### config.mk
export PLATFORM = sky130hd
export DESIGN_NAME = iroot_seq_flat
export DESIGN_NICKNAME = d
export VERILOG_FILES = /design/src/rtl/iroot_pkg.sv /design/src/rtl/iroot_seq_if.sv /design/src/rtl/iroot_seq_mul.sv /design/src/rtl/iroot_seq.sv /design/src/flat_wrapper.sv
export SDC_FILE = /design/constraint.sdc
export NUM_CORES = 1
export LEC_CHECK = 0
export CAP_MARGIN = 25
export CORE_UTILIZATION = 60
export DETAILED_ROUTE_END_ITERATION = 12
export HOLD_SLACK_MARGIN = 0.15
export PLACE_DENSITY = 0.79
export SKIP_CTS_REPAIR_TIMING = 1
export SYNTH_ARGS = -nofsm -noshare
export SYNTH_HDL_FRONTEND = slang
export SYNTH_HIERARCHICAL = 1
export SYNTH_SLANG_ARGS = --single-unit
### constraint.sdc
create_clock -name clk -period 3.7 [get_ports clk]
set_input_delay 0.74 -clock clk [delete_from_list [all_inputs] [get_ports clk]]
set_output_delay 0.74 -clock clk [all_outputs]
set_load 0.01 [all_outputs]
### src/rtl/iroot_pkg.sv
// rtl/iroot_pkg.sv - shared constants, state encoding and sizing functions for the integer root engine
package iroot_pkg;

   // State encodings, kept as named constants so other blocks can decode them
   localparam logic [2:0] ENC_IDLE  = 3'd0;
   localparam logic [2:0] ENC_INIT  = 3'd1;
   localparam logic [2:0] ENC_SHIFT = 3'd2;
   localparam logic [2:0] ENC_MUL   = 3'd3;
   localparam logic [2:0] ENC_BUILD = 3'd4;
   localparam logic [2:0] ENC_TEST  = 3'd5;
   localparam logic [2:0] ENC_DONE  = 3'd6;

   typedef enum logic [2:0] {
      ST_IDLE  = ENC_IDLE,
      ST_INIT  = ENC_INIT,
      ST_SHIFT = ENC_SHIFT,
      ST_MUL   = ENC_MUL,
      ST_BUILD = ENC_BUILD,
      ST_TEST  = ENC_TEST,
      ST_DONE  = ENC_DONE
   } state_t;

   localparam logic MODE_SQRT = 1'b0;
   localparam logic MODE_CBRT = 1'b1;

   // Shift counter width: largest start shift is 30 (WIDTH=32)
   localparam int SW = 6;

   // Square-root iterations: one result bit per pair of operand bits
   function automatic int n2_f(input int w);
      return (w + 1) / 2;
   endfunction

   // Cube-root iterations: one result bit per triple of operand bits
   function automatic int n3_f(input int w);
      return (w + 2) / 3;
   endfunction

   // Root output width is set by the square root, the wider of the two
   function automatic int rw_f(input int w);
      return n2_f(w);
   endfunction

   // Multiplier operand width: the cube partial root plus one bit for y+1
   function automatic int mw_f(input int w);
      return n3_f(w) + 1;
   endfunction

endpackage

### src/rtl/iroot_seq_if.sv
// rtl/iroot_seq_if.sv - request/result handshake bundle of the integer root engine
interface iroot_seq_if #(
   parameter int WIDTH = 16
);
   import iroot_pkg::*;

   localparam int RW = rw_f(WIDTH);

   logic             start_i;
   logic             mode_i;
   logic [WIDTH-1:0] x_i;
   logic             ready_o;
   logic             valid_o;
   logic [RW-1:0]    root_o;
   logic [WIDTH-1:0] rem_o;

   modport master (
      output start_i, mode_i, x_i,
      input  ready_o, valid_o, root_o, rem_o
   );

   modport slave (
      input  start_i, mode_i, x_i,
      output ready_o, valid_o, root_o, rem_o
   );

endinterface

### src/rtl/iroot_seq_mul.sv
// rtl/iroot_seq_mul.sv - sequential shift-add multiplier, busy for exactly W cycles per product
module mul_seq #(
   parameter int W = 8
) (
   input  logic           clk,
   input  logic           rst,
   input  logic           start_i,
   input  logic [W-1:0]   a_i,
   input  logic [W-1:0]   b_i,
   output logic           busy_o,
   output logic [2*W-1:0] prod_o
);
   localparam int CW = $clog2(W + 1);

   logic [CW-1:0]  cnt_q;
   logic [2*W-1:0] mcand_q;
   logic [W-1:0]   mplier_q;
   logic [2*W-1:0] acc_q;

   // One multiplier bit per cycle: add the shifted multiplicand when the low bit is set
   always_ff @(posedge clk or posedge rst) begin
      if (rst) begin
         cnt_q    <= '0;
         mcand_q  <= '0;
         mplier_q <= '0;
         acc_q    <= '0;
      end else if (start_i) begin
         cnt_q    <= CW'(W);
         mcand_q  <= {{W{1'b0}}, a_i};
         mplier_q <= b_i;
         acc_q    <= '0;
      end else if (cnt_q != '0) begin
         if (mplier_q[0]) begin
            acc_q <= acc_q + mcand_q;
         end
         mcand_q  <= {mcand_q[2*W-2:0], 1'b0};
         mplier_q <= {1'b0, mplier_q[W-1:1]};
         cnt_q    <= cnt_q - CW'(1);
      end
   end

   assign busy_o = (cnt_q != '0);
   assign prod_o = acc_q;

endmodule

### src/rtl/iroot_seq.sv
// rtl/iroot_seq.sv - sequential restoring square/cube root engine with remainder
module iroot_seq
   import iroot_pkg::*;
#(
   parameter int WIDTH = 16
) (
   input  logic       clk,
   input  logic       rst,
   iroot_seq_if.slave bus
);
   localparam int N2 = n2_f(WIDTH);
   localparam int N3 = n3_f(WIDTH);
   localparam int RW = rw_f(WIDTH);
   localparam int MW = mw_f(WIDTH);
   localparam int BW = 2 * WIDTH + 2;
   localparam int CW = $clog2(MW + 1);

   localparam logic [SW-1:0] S2_INIT = SW'(2 * (N2 - 1));
   localparam logic [SW-1:0] S3_INIT = SW'(3 * (N3 - 1));

   state_t           state_q, state_d;
   logic [WIDTH-1:0] r_q, r_d;
   logic [RW-1:0]    y_q, y_d;
   logic [SW-1:0]    s_q, s_d;
   logic             mode_q, mode_d;
   logic [BW-1:0]    b_q, b_d;
   logic [CW-1:0]    mwait_q, mwait_d;
   logic [RW-1:0]    root_q, root_d;
   logic [WIDTH-1:0] rem_q, rem_d;

   logic [RW-1:0]    y_sh;
   logic             mul_start;
   logic [MW-1:0]    mul_a;
   logic [MW-1:0]    mul_b;
   logic             mul_busy;
   logic [2*MW-1:0]  mul_prod;

   // y(y+1) for the cube bound; y is already doubled when the multiplier starts
   mul_seq #(.W(MW)) u_mul (
      .clk     (clk),
      .rst     (rst),
      .start_i (mul_start),
      .a_i     (mul_a),
      .b_i     (mul_b),
      .busy_o  (mul_busy),
      .prod_o  (mul_prod)
   );

   assign y_sh  = {y_q[RW-2:0], 1'b0};
   assign mul_a = MW'(y_sh);
   assign mul_b = MW'(y_sh) + MW'(1);

   // State and datapath registers; reset aborts any operation in flight
   always_ff @(posedge clk or posedge rst) begin
      if (rst) begin
         state_q <= ST_IDLE;
         r_q     <= '0;
         y_q     <= '0;
         s_q     <= '0;
         mode_q  <= MODE_SQRT;
         b_q     <= '0;
         mwait_q <= '0;
         root_q  <= '0;
         rem_q   <= '0;
      end else begin
         state_q <= state_d;
         r_q     <= r_d;
         y_q     <= y_d;
         s_q     <= s_d;
         mode_q  <= mode_d;
         b_q     <= b_d;
         mwait_q <= mwait_d;
         root_q  <= root_d;
         rem_q   <= rem_d;
      end
   end

   // Next-state and datapath: one root bit per SHIFT/[MUL]/BUILD/TEST pass
   always_comb begin
      state_d   = state_q;
      r_d       = r_q;
      y_d       = y_q;
      s_d       = s_q;
      mode_d    = mode_q;
      b_d       = b_q;
      mwait_d   = mwait_q;
      root_d    = root_q;
      rem_d     = rem_q;
      mul_start = 1'b0;

      case (state_q)
         ST_IDLE: begin
            if (bus.start_i) begin
               // operand and mode are captured at accept so the requester may move on
               mode_d  = bus.mode_i;
               r_d     = bus.x_i;
               y_d     = '0;
               state_d = ST_INIT;
            end
         end
         ST_INIT: begin
            y_d     = '0;
            s_d     = (mode_q == MODE_CBRT) ? S3_INIT : S2_INIT;
            state_d = ST_SHIFT;
         end
         ST_SHIFT: begin
            y_d = y_sh;
            if (mode_q == MODE_CBRT) begin
               mul_start = 1'b1;
               mwait_d   = CW'(MW - 1);
               state_d   = ST_MUL;
            end else begin
               state_d = ST_BUILD;
            end
         end
         ST_MUL: begin
            // counts the multiplier's busy window so BUILD lands on the first idle cycle
            if (mwait_q == '0) begin
               state_d = ST_BUILD;
            end else begin
               mwait_d = mwait_q - CW'(1);
            end
         end
         ST_BUILD: begin
            if (mode_q == MODE_CBRT) begin
               b_d = ((BW'(mul_prod) << 1) + BW'(mul_prod) + BW'(1)) << s_q;
            end else begin
               b_d = BW'({y_q, 1'b1}) << s_q;
            end
            state_d = ST_TEST;
         end
         ST_TEST: begin
            if (BW'(r_q) >= b_q) begin
               r_d = r_q - b_q[WIDTH-1:0];
               y_d = y_q + RW'(1);
            end
            if (s_q == '0) begin
               // results are registered on entry to DONE so they accompany valid_o
               root_d  = y_d;
               rem_d   = r_d;
               state_d = ST_DONE;
            end else begin
               s_d     = s_q - ((mode_q == MODE_CBRT) ? SW'(3) : SW'(2));
               state_d = ST_SHIFT;
            end
         end
         ST_DONE: begin
            state_d = ST_IDLE;
         end
         default: begin
            state_d = ST_IDLE;
         end
      endcase
   end

   assign bus.ready_o = (state_q == ST_IDLE);
   assign bus.valid_o = (state_q == ST_DONE);
   assign bus.root_o  = root_q;
   assign bus.rem_o   = rem_q;

endmodule

### src/flat_wrapper.sv
// flat-port wrapper written by rule: the top's interface ports become plain ports
module iroot_seq_flat import iroot_pkg::*;
#(
   parameter int WIDTH = 16
)
  (clk, rst, bus_start_i, bus_mode_i, bus_x_i, bus_ready_o, bus_valid_o, bus_root_o, bus_rem_o);
  iroot_seq_if #(.WIDTH(WIDTH)) bus_i ();
  input  logic clk;
  input  logic rst;
  input wire logic [$bits(bus_i.start_i)-1:0] bus_start_i;
  input wire logic [$bits(bus_i.mode_i)-1:0] bus_mode_i;
  input wire logic [$bits(bus_i.x_i)-1:0] bus_x_i;
  output wire logic [$bits(bus_i.ready_o)-1:0] bus_ready_o;
  output wire logic [$bits(bus_i.valid_o)-1:0] bus_valid_o;
  output wire logic [$bits(bus_i.root_o)-1:0] bus_root_o;
  output wire logic [$bits(bus_i.rem_o)-1:0] bus_rem_o;
  assign bus_i.start_i = bus_start_i;
  assign bus_i.mode_i = bus_mode_i;
  assign bus_i.x_i = bus_x_i;
  assign bus_ready_o = bus_i.ready_o;
  assign bus_valid_o = bus_i.valid_o;
  assign bus_root_o = bus_i.root_o;
  assign bus_rem_o = bus_i.rem_o;
  iroot_seq #(.WIDTH(WIDTH)) u_core (.clk(clk), .rst(rst), .bus(bus_i));
endmodule
==> flow_metrics.tcl <==
set metrics [dict create \
    status "completed" \
    grt_pass1_vias 8375 \
    grt_max_degree 44 \
    dpl.hpwl_mm 19.0 \
    async_reset_ff_share_pct 100 \
    synthMostInstantiatedCell "nand2_1" \
    cts_tree "yes" \
    reg2regPathDepth 11 \
    fin_crit_ps 3470 \
    firstDrtPassIters 5 \
    finalCritPeriodShare_pct 93.9 \
    cp.required_ps 4030 \
    r2r-start "u_core/u_mul/prod_o[0]$_DFFE_PP0P_" \
    fin_ws_ps 227 \
    grt-busiest-layer "met2" \
    min_from "u_core/bus.root_o[5]$_DFFE_PP0P_" \
    grt_overflow_total 0 \
    ys_ff_latch 133 \
    n_fill_cell 1291 \
    cts_made_buffers 17 \
    grt.met1_usage_pct 44.2 \
    core_area_mm2 0.0154 \
    cts_sinks 133 \
    synth_nets 1226 \
    synth_common_cells "nand2_1 (163), dfrtp_1 (133), o21ai_0 (92)" \
    wl_per_cell_um 18.8 \
    cts.reportedPaths.clkPinSlew_ps 70 \
    synth_compound_area_share_pct 24.7 \
    hp-class "flop to flop" \
    track_usage_pct 33.7 \
    avgSynthCellArea_um2 8.34 \
    timing.critical_path.from "u_core/u_mul/prod_o[0]$_DFFE_PP0P_" \
    synth_cell_types 87 \
    grt_pass1_wl_mm 43.0 \
    yosys.area.top_type "dfrtp_1" \
    crit_path_max_fanout 9 \
    synth-xor-area-share_pct 3.01 \
    die_x_um 129 \
    insertion_delay_ps 430 \
    synth_top_family_by_area "compound AO/OA/AOI/OAI gates" \
    met3_usage_pct 6.24 \
    drc_errors 0 \
    totalPowerFinal_mw 8.75 \
    netlist_area_mm2 0.00961 \
    grt_use_met2_pct 54.7 \
    post-place-ws_ps 314 \
    rsz0062_at_grt "false" \
    p_per_area_mw_per_mm2 809 \
    yosys.area_share.adder_pct 7.27 \
    ys_seq_area_share_pct 34.6 \
    ir_worst_vdd_uv 452 \
    tns_ps 0 \
    tightestPinTransition_ps 898 \
    areaGrowthSynthToFinish_pct 12.6 \
    timing.rr.end "u_core/b_q[23]$_DFFE_PP0N_" \
    synth_top_area_share_pct 34.6 \
    drv_slew 0 \
    r2r_slack_ps 230 \
    netlist_instances 1152 \
    diodes 0 \
    critPathCaptureType "flop" \
    die_h_um 129 \
    final_antenna_net_count 0 \
    yosys-top-cells-area "dfrtp_1 (35%), ha_1 (6.6%), nand2_1 (6.4%), o21ai_0 (4.8%), a21oi_1 (3.9%)" \
    rows 45 \
    skew_ps 8.35 \
    cts_root_buf "clkbuf_16" \
    vias 8904 \
    synth.area.mux_share_pct 4.93 \
    endpoint "u_core/b_q[23]$_DFFE_PP0N_" \
    fin_util_pct 70.1 \
    critPathKind "flop to flop" \
    place.gp.congestion 1.00 \
    start_util_pct 62.3 \
    max_clock_freq_mhz 288 \
    ios 46 \
    nNetsFinal 1253 \
    leakagePower_nw 4.77 \
    layout-drive-gt1-share_pct 8.47 \
    wirelength_mm 26.3 \
    io_buffers 45 \
    cts_buffer_depth 2 \
    cap_violations 0 \
    yosys.area_share.simple_pct 20.1 \
    setup_viol 0 \
    antenna_found_initial 0 \
    yosys_warnings 6 \
    startpoint_type "flop" \
    cp.arrival_ps 3800 \
    drt_iter0_drc 803 \
    htreeDepth 4 \
    synthFlopType "dfrtp_1" \
    synth_edf_count 0 \
    hold_viol 0 \
    die_area_mm2 0.0165 \
    routed_via_density 6.35 \
    relSlewSlack_pct 39.5 \
]
[worst min path at each step]
stage	slack, ps	to	cells past startpoint
finish	470	u_core/bus.root_o[5]$_DFFE_PP0P_	2
global route	510	u_core/bus.rem_o[7]$_DFFE_PP0P_	2
CTS	480	u_core/bus.root_o[5]$_DFFE_PP0P_	2
detailed placement	460	u_core/bus.root_o[5]$_DFFE_PP0P_	2
global placement	450	u_core/bus.root_o[7]$_DFFE_PP0P_	2
floorplan	450	u_core/b_q[2]$_DFFE_PP0N_	2
[cells by family after synthesis]
family	after synthesis
simple gates	414
compound gates	353
flops	133
buf+inv	119
fa+ha+maj	54
mux	44
xor+xnor	33
other cells	2
[area by class of cell]
| class | count | area (um2) | share of cell area, % |
|---|---|---|---|
| clock buffers | 17 | 425 | 3.93 |
| clock inverters | 15 | 146 | 1.35 |
| inverters | 56 | 215 | 1.99 |
| multi-input cells | 900 | 5780 | 53.4 |
| flip-flops and latches | 133 | 3330 | 30.8 |
| well taps | 211 | 264 | 2.44 |
| repair buffers | 71 | 658 | 6.08 |
[metrics by stage]
| stage | cells | hold slack (ps) | area (um2) |
|---|---|---|---|
| 2_1_floorplan | 1152 | 449 | 9610 |
| 3_3_place_gp | 1370 | 452 | 10200 |
| 3_5_place_dp | 1371 | 463 | 10200 |
| 4_1_cts | 1403 | 476 | 10800 |
| 5_1_grt | 1403 | 511 | 10800 |
| 6_report | 1403 | 472 | 10800 |
[placed cells by master (no fill, tap or decap), types with 17 or more instances in the layout]
master	Yosys	layout
and3_1	17	17
nand2_1	163	163
nor2_1	83	83
clkbuf_16	0	17
a21oi_1	75	75
xnor2_1	23	23
clkdlybuf4s50_1	0	45
nor3_1	29	29
o21ai_0	92	92
nand3_1	25	25
dfrtp_1	133	133
a22oi_1	18	18
buf_4	1	25
a21o_1	17	17
ha_1	51	51
mux2i_1	35	35
inv_1	52	51
[power breakdown]
group | switching, mW | internal [mW] | leakage (nW)
Combinational | 2.92 | 1.86 | 2.72
Sequential | 0.460 | 1.84 | 1.78
Clock | 0.733 | 0.942 | 0.275
[critical path: stages, from the launching register on]
cell,delay [ps]
dfrtp_1,520
inv_1,140
fa_1,470
nand2b_1,160
a211oi_1,210
a211oi_1,110
o31ai_1,390
xor2_1,250
mux2i_1,190
o21ai_0,430
mux2i_1,210
o31ai_1,290
[routing by layer]
metal  vias up  part of all wire (%)
li1       4211                     -
met3        59                   6.2
met1      4271                    43
met2       363                    48
met4         0                   3.5
met5         -                     0
[state kept, by name (all words and copies together) (netlist names)]
signal and flops:
u_core/b_q 34, u_core/bus.rem_o 16, u_core/r_q 16, u_core/u_mul/mcand_q 14, u_core/u_mul/prod_o 14, u_core/bus.root_o 8, u_core/y_q 8, u_core/u_mul/mplier_q 7
u_core/s_q 6, u_core/mwait_q 3, u_core/state_q 3, u_core/u_mul/cnt_q 3, u_core/mode_q 1
Note: power is estimated with default switching activity, not from simulation.
